### src/rtl/sample_window_shifter.sv
// sample_window_shifter: divided-rate serial sampler feeding a SIZE-bit
// window, with fill tracking and a strided fresh-window pulse.
module sample_window_shifter #(
  parameter int SIZE   = 9,
  parameter int DIV    = 4,
  parameter int STRIDE = 1
) (
  input  logic            clk,
  input  logic            rst,
  input  logic            en,
  input  logic            din,
  input  logic            clear,
  output logic [SIZE-1:0] data,
  output logic            data_valid,
  output logic [3:0]      fill_count,
  output logic            full
);

  localparam int DW = (DIV > 1) ? $clog2(DIV) : 1;
  localparam logic [DW-1:0] DIV_LAST = DW'(DIV - 1);
  localparam logic [3:0]    SZ       = 4'(SIZE);
  localparam logic [3:0]    SZ_LAST  = 4'(SIZE - 1);
  localparam logic [3:0]    ST_LAST  = 4'(STRIDE - 1);

  typedef enum logic {
    FILL,
    RUN
  } state_t;

  state_t        state;
  state_t        state_n;
  logic [DW-1:0] div_cnt;
  logic [3:0]    stride_cnt;
  logic [3:0]    stride_n;
  logic [3:0]    fill_n;
  logic          valid_n;
  logic          tick;

  assign tick   = en && (div_cnt == DIV_LAST);
  assign fill_n = (fill_count == SZ) ? SZ : fill_count + 4'd1;

  // Next-state, stride and fresh-window decision, evaluated only on ticks
  always_comb begin
    state_n  = state;
    stride_n = stride_cnt;
    valid_n  = 1'b0;
    if (tick) begin
      unique case (state)
        FILL: begin
          if (fill_count == SZ_LAST) begin
            valid_n  = 1'b1;
            stride_n = 4'd0;
            state_n  = RUN;
          end
        end
        RUN: begin
          if (stride_cnt == ST_LAST) begin
            valid_n  = 1'b1;
            stride_n = 4'd0;
          end else begin
            stride_n = stride_cnt + 4'd1;
          end
        end
        default: state_n = FILL;
      endcase
    end
  end

  // Control registers; a flush returns the FSM to FILL with no pulse
  always_ff @(posedge clk) begin
    if (rst || clear) begin
      state      <= FILL;
      stride_cnt <= 4'd0;
      data_valid <= 1'b0;
    end else begin
      state      <= state_n;
      stride_cnt <= stride_n;
      data_valid <= valid_n;
    end
  end

  // Divider, window shift and fill tracking; a tick during clear is dropped
  always_ff @(posedge clk) begin
    if (rst || clear) begin
      div_cnt    <= '0;
      data       <= '0;
      fill_count <= 4'd0;
      full       <= 1'b0;
    end else begin
      if (en) begin
        div_cnt <= (div_cnt == DIV_LAST) ? '0 : div_cnt + 1'b1;
      end
      if (tick) begin
        data       <= {data[SIZE-2:0], din};
        fill_count <= fill_n;
        full       <= (fill_n == SZ);
      end
    end
  end

endmodule
### config.mk
export PLATFORM = sky130hd
export DESIGN_NAME = sample_window_shifter
export DESIGN_NICKNAME = d
export VERILOG_FILES = /design/src/rtl/sample_window_shifter.sv
export SDC_FILE = /design/constraint.sdc
export NUM_CORES = 1
export LEC_CHECK = 0
export ABC_CLOCK_PERIOD_IN_PS = 1400
export BUFFER_PORTS_ARGS = -buffer_cell sky130_fd_sc_hd__buf_2
export CAP_MARGIN = 15
export CORE_AREA = 5 5 52 54
export CTS_CLUSTER_DIAMETER = 100
export DETAILED_ROUTE_END_ITERATION = 12
export DIE_AREA = 0 0 57 59
export PLACE_DENSITY_LB_ADDON = 0.05
export SETUP_SLACK_MARGIN = 0.15
export SLEW_MARGIN = 20
export SYNTH_ARGS = -nofsm -noshare
export SYNTH_HDL_FRONTEND = slang
export SYNTH_SLANG_ARGS = --single-unit
### constraint.sdc
create_clock -name clk -period 1.4 [get_ports clk]
set_input_delay 0.28 -clock clk [delete_from_list [all_inputs] [get_ports clk]]
set_output_delay 0.28 -clock clk [all_outputs]
set_load 0.005 [all_outputs]
# Word-level counts from Yosys, hierarchy flattened
# Index checks and enable logic that the tools add are counted.
[totals]
ff_bits = 22
in_bits = 5
out_inout_bits = 15
word_cells = 31
[op_classes]
add_sub_neg = 3
n_eq_ne = 5
n_mux = 9
bitwise = 2
reduce_logical = 5
[ops]
columns = ["operator", "count"]
rows = [
  ["$eq A4 B4 Y1 const B", 3],
  ["$mux W4", 3],
  ["$add A4 B1 Y4 const B", 2],
  ["$pmux W4 S2", 1],
  ["$logic_not A4 Y1", 1],
  ["$mux W1", 3],
  ["$add A2 B1 Y2 const B", 1],
  ["$eq A2 B2 Y1 const B", 1],
  ["$mux W2", 1],
  ["$ne A2 B2 Y1 const B", 1],
  ["$not A1 Y1", 2],
  ["$pmux W1 S2", 1],
  ["$reduce_and A2 Y1", 1],
  ["$reduce_or A2 Y1", 1],
  ["$logic_and A1 B1 Y1", 1],
  ["$logic_or A1 B1 Y1", 1],
]

# Logic depth before layout (Yosys ltp)
# Gate-level depths: netlist of the first run.
[depth]
depth_word = 4
depth_mapped = 6
ltp_nobuf = 5

# Worst setup path before layout of the first run
# OpenSTA, ideal clock, no wires.
[synth_path]
path_type = "reg2reg"
start = "register stride_cnt[0]"
end = "register stride_cnt[2]"
setup_time_ns = 0.075
t_arrival_ns = 1.310
required_time_ns = 1.325
setup_slack_ns = 0.015
path_stages_with_launch = 6
period_less_slack_ns = 1.385
cell_sequence = "dfxtp_1 inv_1 ha_1 nor2b_1 or4_1 a31oi_1"
[synth_between]
elab_chain_len = 3
[synth_rtl]
columns = ["element", "line_no", "rtl"]
rows = [
  ["start, declared", "33", "logic [3:0] stride_cnt;"],
  ["start signal, assigned", "77", "stride_cnt <= stride_n;"],
  ["$add A4 B1 Y4 or $logic_not A4 Y1 (tied branches)", "61, 57", ""],
  ["$mux W4 *", "57", "if (stride_cnt == ST_LAST) begin"],
  ["$pmux W4 S2 *", "48", "unique case (state)"],
]
# Every way passes the cells marked *; elsewhere a longest branch is shown, timed or not.
# A chain may end at the register's enable or synchronous reset.

# Worst setup path in the final report of the first run
# Ends and elaborated chain as after synthesis.

==> impl_metrics.yaml, run 1 <==
status:
  status: "finished, final reports clean"
floorplanning:
  initial_core_util_pct: 43.9
  die_y_um: 59
  io_pins: 20
  die-area_um2: 3360
  core_um2: 2170
  num_rows: 17
  chipWidth_um: 57
sta:
  rsz0062_at_grt: "true"
  finalClockSkew_ns: 0.00996
  fin_crit_ns: 1.31
  whs_ns: 0.200
  fin_ws_ns: 0.0859
  max_slew_margin_pct: 81.1
  max_freq_ghz: 0.761
  finalSetupTns_ns: 0
  setup_violations: 0
  worst_slew_pin_slew_ns: 0.283
  finalMaxSlewViolations: 0
  hold_viol: 0
  fin_crit_sh_pct: 93.9
synth:
  syn-instance-count: 115
  ys.flop_type: "dfxtp_1"
  ys_ff_latch: 22
  synth_area_leaders: "dfxtp_1 46%, nand2_1 9.8%, a21oi_1 6.8%"
  yosysWarningCount: 0
  synth_edf_count: 0
  syn_avg_cell_area_um2: 8.29
  synth_top_area_share_pct: 46.2
  async_flop_share_pct: 0
  syn-num-nets: 123
  yosys.area.top_type: "dfxtp_1"
  mappedNetlistArea_um2: 953
  seq_area_frac_synth_pct: 46.2
  yosys.cell_types.count: 31
route:
  ant_nets: 0
  vias: 879
  drc_errors: 0
  wl_mm: 2.12
  wl_per_cell_um: 12.3
  viasPerCell: 5.11
  drtPass1Iterations: 4
  drt_iter0_drc: 21
grt:
  grt_max_degree: 16
  grt_pass1_wl_mm: 3.55
  antenna_found_initial: 0
  grt_overflow_total: 0
  grt_usage_pct: 13.3
  grt_pass1_vias: 858
worst_setup_path:
  r2r-end: "stride_cnt[2]"
  slowest_delay_ns: 0.40
  r2r_slack_ns: 0.09
  path_class: "reg2reg"
  crit_path_start_kind: "register"
  cp_cell_sequence: "inv_4, ha_4, nor2b_4, or4_4, a31oi_1"
  crit_fanout: 4
  crit_path_end_kind: "register"
  worst-path-buf-inv: 1
  critPathArrivalTime_ns: 1.56
  cp_data_required_time_ns: 1.64
  regToRegStartpoint: "stride_cnt[0]"
  crit_slowest_cell: "or4_4"
  cp-startpoint: "stride_cnt[0]"
  reg2reg_depth: 5
  crit_family: "simple AND/OR/NAND/NOR gates"
placed_design:
  gp_congestion: 0.766
  hpwl_mm: 1.50
  dp_slack_ns: 0.0561
  placed_cell_area_um2: 1130
  port-buffer-count: 19
clocking:
  numCtsBuffers: 3
  cts_buffer_depth: 2
  root_buffer: "clkbuf_4"
  clock_sinks: 22
  cts_tree: "done"
  clkSlewWorstSetupHoldPaths_ns: 0.13
  cts_hold_buf: 0
  cts_max_level: 1
  clock_latency_ns: 0.31
power:
  combPwrFrac_pct: 2.9
  pwr-share-clk_pct: 42.6
  power.leakage_nw: 0.486
  swShare_pct: 19.3
  peakVddDrop_v: 0.000634
  p_sw_mw: 0.223
  internal_power_mw: 0.928
  power_density_nw_per_um2: 908
  pwr-share-seq_pct: 54.5
  power.total_mw: 1.15
layout:
  post-route-cell-area_um2: 1270
  multi_input_area_um2: 514
  nNetsFinal: 153
  seq_area_um2: 455
  drive_above_1_share_pct: 38.2
  syn_to_final_growth_pct: 32.9
  antenna-diode-count: 0
  nFillCells: 203
min_path:
  hp-start: "din"
  min_to: "data[0]"
  worstHoldPathCells: 3
  hp-class: "in2reg"
run:
  drv_cap: 0
worst reg2reg max path: stages, from the launching register on:
cell and delay (ns):
dfxtp_4 0.39, inv_4 0.04, ha_4 0.14, nor2b_4 0.12
or4_4 0.40, a31oi_1 0.16
cell type report:
class / instances / share of cell area, %
Clock buffer: 3 / 1.78
Clock inverter: 1 / 2.37
Inverter: 4 / 1.38
Multi-Input combinational cell: 82 / 40.6
Sequential cell: 22 / 35.9
Tap cell: 28 / 2.76
Timing Repair Buffer: 32 / 15.2
routing by layer:
layer	track usage, %	vias to the layer above	share of wire (%)
li1	-	453	-
met3	2.83	4	4.8
met5	0	-	0
met4	7.28	0	1.9
met1	15.4	405	43
met2	23.0	17	51
sequential cells by signal, summed over array words and instances, names as in the netlist:
| name | count |
|---|---|
| full | 1 |
| fill_count | 4 |
| data | 9 |
| state | 1 |
| data_valid | 1 |
| div_cnt | 2 |
| stride_cnt | 4 |
stage by stage:
stage	util, %	instances
floorplan	-	115
global route	58.4	172
CTS	56.6	170
finish	58.4	172
global placement	52.1	162
detailed placement	52.1	162
power by group through the flow:
stage	sequential, mW	combinational [mW]	clock [mW]
floorplan	0.644	0.0215	0
global placement	0.644	0.0323	0
detailed placement	0.645	0.0336	0
CTS	0.629	0.0337	0.505
global route	0.627	0.0375	0.536
finish	0.627	0.0335	0.490
logic make-up (layout without fill, tap and decap cells):
family                   after synthesis  in the layout  synth area share, %
AND/OR/NAND/NOR                       54             54                 27.2
adder cells (fa/ha/maj)                3              3                 3.94
multiplexers                           2              2                 2.10
flip-flops                            22             22                 46.2
AO/OA/AOI/OAI                         21             21                 13.5
XOR/XNOR                               2              2                 1.84
buffers and inverters                 11             40                 5.25
Yosys cell counts, drive strengths merged, types with 3 or more instances:
cell type	instances
nor3	3
nor2	6
a21oi	13
buf	3
nand2	26
nand3	7
dfxtp	22
inv	4
ha	3
clkbuf	4
how the worst max path moves through the flow:
stage | depth (start not counted) | end | slack (ns)
finish | 5 | stride_cnt[2] | 0.09
global route | 4 | stride_cnt[2] | 0.009
CTS | 4 | stride_cnt[2] | 0.07
detailed placement | 4 | stride_cnt[2] | 0.06
global placement | 4 | stride_cnt[2] | 0.1
floorplan | 4 | stride_cnt[2] | 0.15
placed cells by master, fill, tap and decap left out, types with 2 or more instances in the layout:
| master | instances |
|---|---|
| xnor2_1 | 2 |
| nor3_1 | 3 |
| buf_4 | 13 |
| nand3_1 | 7 |
| dfxtp_2 | 6 |
| nor3b_1 | 2 |
| dfxtp_4 | 2 |
| a21oi_1 | 12 |
| dfxtp_1 | 14 |
| clkbuf_4 | 3 |
| buf_2 | 19 |
| mux2i_1 | 2 |
| nor2_1 | 6 |
| a31oi_1 | 2 |
| ha_4 | 2 |
| o21ai_1 | 2 |
| inv_1 | 2 |
| nand2_1 | 25 |
what timing repair did:
item | CTS | global route
pin swaps | 4 | 3
hold endpoints to repair | 0 | 0
setup endpoints to repair | 3 | 18
cloned | 0 | 0
resized for setup | 4 | 10
buffers inserted | 4 | 2
Power figures use the tool's default switching activity.
==> run 2, diff against run 1 <==
--- a/constraint.sdc
+++ b/constraint.sdc
@@ -3,2 +3,2 @@
 set_output_delay 0.28 -clock clk [all_outputs]
-set_load 0.005 [all_outputs]
+set_load 0.02 [all_outputs]
==> impl_metrics.yaml, run 2 (synthesis gave the netlist of run 1 again) <==
route:
  wl_mm: 2.13
  drtPass1Iterations: 4
  wl_per_cell_um: 12.5
  drc_errors: 0
  ant_nets: 0
  drt_iter0_drc: 15
  vias: 883
  viasPerCell: 5.16
layout:
  reg_top3: "data (9), fill_count (4), stride_cnt (4)"
  nNetsFinal: 152
  drive_above_1_share_pct: 37.8
  layout_commonest_cell: "nand2_1"
  nFillCells: 224
  final_cells: 171
  fin_util_pct: 58.6
  final_cell_mix: "25 x nand2_1, 18 x buf_2, 14 x dfxtp_1"
  antenna-diode-count: 0
  largest_register: "data"
  syn_to_final_growth_pct: 33.3
  largest_reg_flops: 9
grt:
  grt_max_degree: 16
  grt_overflow_total: 0
  use_met1_pct: 16.1
  antenna_found_initial: 0
  grt.busiest_layer: "met2"
  met2_usage_pct: 22.8
  grt_usage_pct: 13.5
  grt_pass1_vias: 824
  grt_pass1_wl_mm: 3.57
  grtUsageMet3_pct: 3.49
floorplanning:
  initial_core_util_pct: 43.9
  core_um2: 2170
  io_pins: 20
  die-area_um2: 3360
  die_y_um: 59
  chipWidth_um: 57
  num_rows: 17
placed_design:
  port-buffer-count: 19
  hpwl_mm: 1.56
  dp_cells: 163
  gp_congestion: 0.782
clocking:
  cts_tree: "done"
  cts_buffer_depth: 2
  root_buffer: "clkbuf_4"
  clock_sinks: 22
  clkSlewWorstSetupHoldPaths_ns: 0.13
  cts_hold_buf: 0
  numCtsBuffers: 3
  cts_max_level: 1
  clock_latency_ns: 0.30
run:
  drv_cap: 0
min_path:
  hp-start: "din"
  worstHoldPathCells: 3
  hp-class: "in2reg"
worst_setup_path:
  path_class: "reg2reg"
  reg2reg_depth: 5
  crit_path_end: "stride_cnt[2]"
  crit_fanout: 5
  r2r-end: "stride_cnt[2]"
  cp-startpoint: "stride_cnt[0]"
  critPathArrivalTime_ns: 1.56
  cp_data_required_time_ns: 1.64
  regToRegStartpoint: "stride_cnt[0]"
  crit_path_start_kind: "register"
  crit_path_end_kind: "register"
  r2r_slack_ns: 0.08
power:
  swShare_pct: 20.4
  internal_power_mw: 0.855
  pwr-share-clk_pct: 38.6
  p_sw_mw: 0.219
  power_density_nw_per_um2: 845
  combPwrFrac_pct: 3.2
  power.leakage_nw: 0.478
  power.total_mw: 1.07
  peakVddDrop_v: 0.000566
  pwr-share-seq_pct: 58.1
sta:
  finalSetupTns_ns: 0
  hold_viol: 0
  finalClockSkew_ns: 0.00400
  fin_crit_ns: 1.32
  worst_slew_pin_slew_ns: 0.239
  max_slew_margin_pct: 84.0
  rsz0062_at_grt: "true"
  max_freq_ghz: 0.758
  fin_crit_sh_pct: 94.3
  setup_violations: 0
  finalMaxSlewViolations: 0
status:
  status: "finished, final reports clean"
==> run 2: per-layer routing <==
metal / part of all wire (%) / wire length (um)
met1: 43 / 928
met2: 51 / 1090
met3: 4.7 / 100
met4: 0.61 / 13
met5: 0 / 0
==> run 2: stage by stage <==
step | worst slack (ns) | area, um2 | hold slack, ns
floorplan | 0.125 | 981 | 0.416
global placement | 0.102 | 1140 | 0.440
detailed placement | 0.0716 | 1140 | 0.445
CTS | 0.0413 | 1210 | 0.191
global route | 0.0192 | 1270 | 0.177
finish | 0.0803 | 1270 | 0.198
==> run 2: how the worst min path moves through the flow <==
stage	endpoint
floorplan	data[0]
global placement	data[8]
detailed placement	data[8]
CTS	data[0]
global route	data[0]
finish	data[0]
==> run 2: power by group through the flow <==
stage	Sequential [mW]	Combinational, mW	Clock, mW
after floorplan	0.642	0.0209	0
after global placement	0.642	0.0322	0
after detailed placement	0.643	0.0335	0
after CTS	0.627	0.0341	0.425
after global routing	0.625	0.0378	0.466
final	0.625	0.0348	0.415
==> run 2: timing repair <==
| action | CTS | global route |
|---|---|---|
| endpoints found under the hold margin | 0 | 0 |
| setup endpoints to repair | 3 | 21 |
| gates resized for setup | 1 | 17 |
| setup buffers | 3 | 1 |
| pin swaps | 4 | 3 |
==> run 2: area by class of cell <==
type	instances	area [um2]	area share, %
clock buffers	4	47.5	3.74
inverters	4	15.0	1.18
multi-input cells	82	517	40.6
repair buffers	31	199	15.6
well taps	28	35.0	2.76
flip-flops and latches	22	458	36.0
==> run 2: worst max-delay path: stages (launching register included) <==
cell and delay [ns]:
dfxtp_4 0.40, inv_2 0.05, ha_4 0.15, nor2b_1 0.11, or4_1 0.39, a31oi_1 0.16
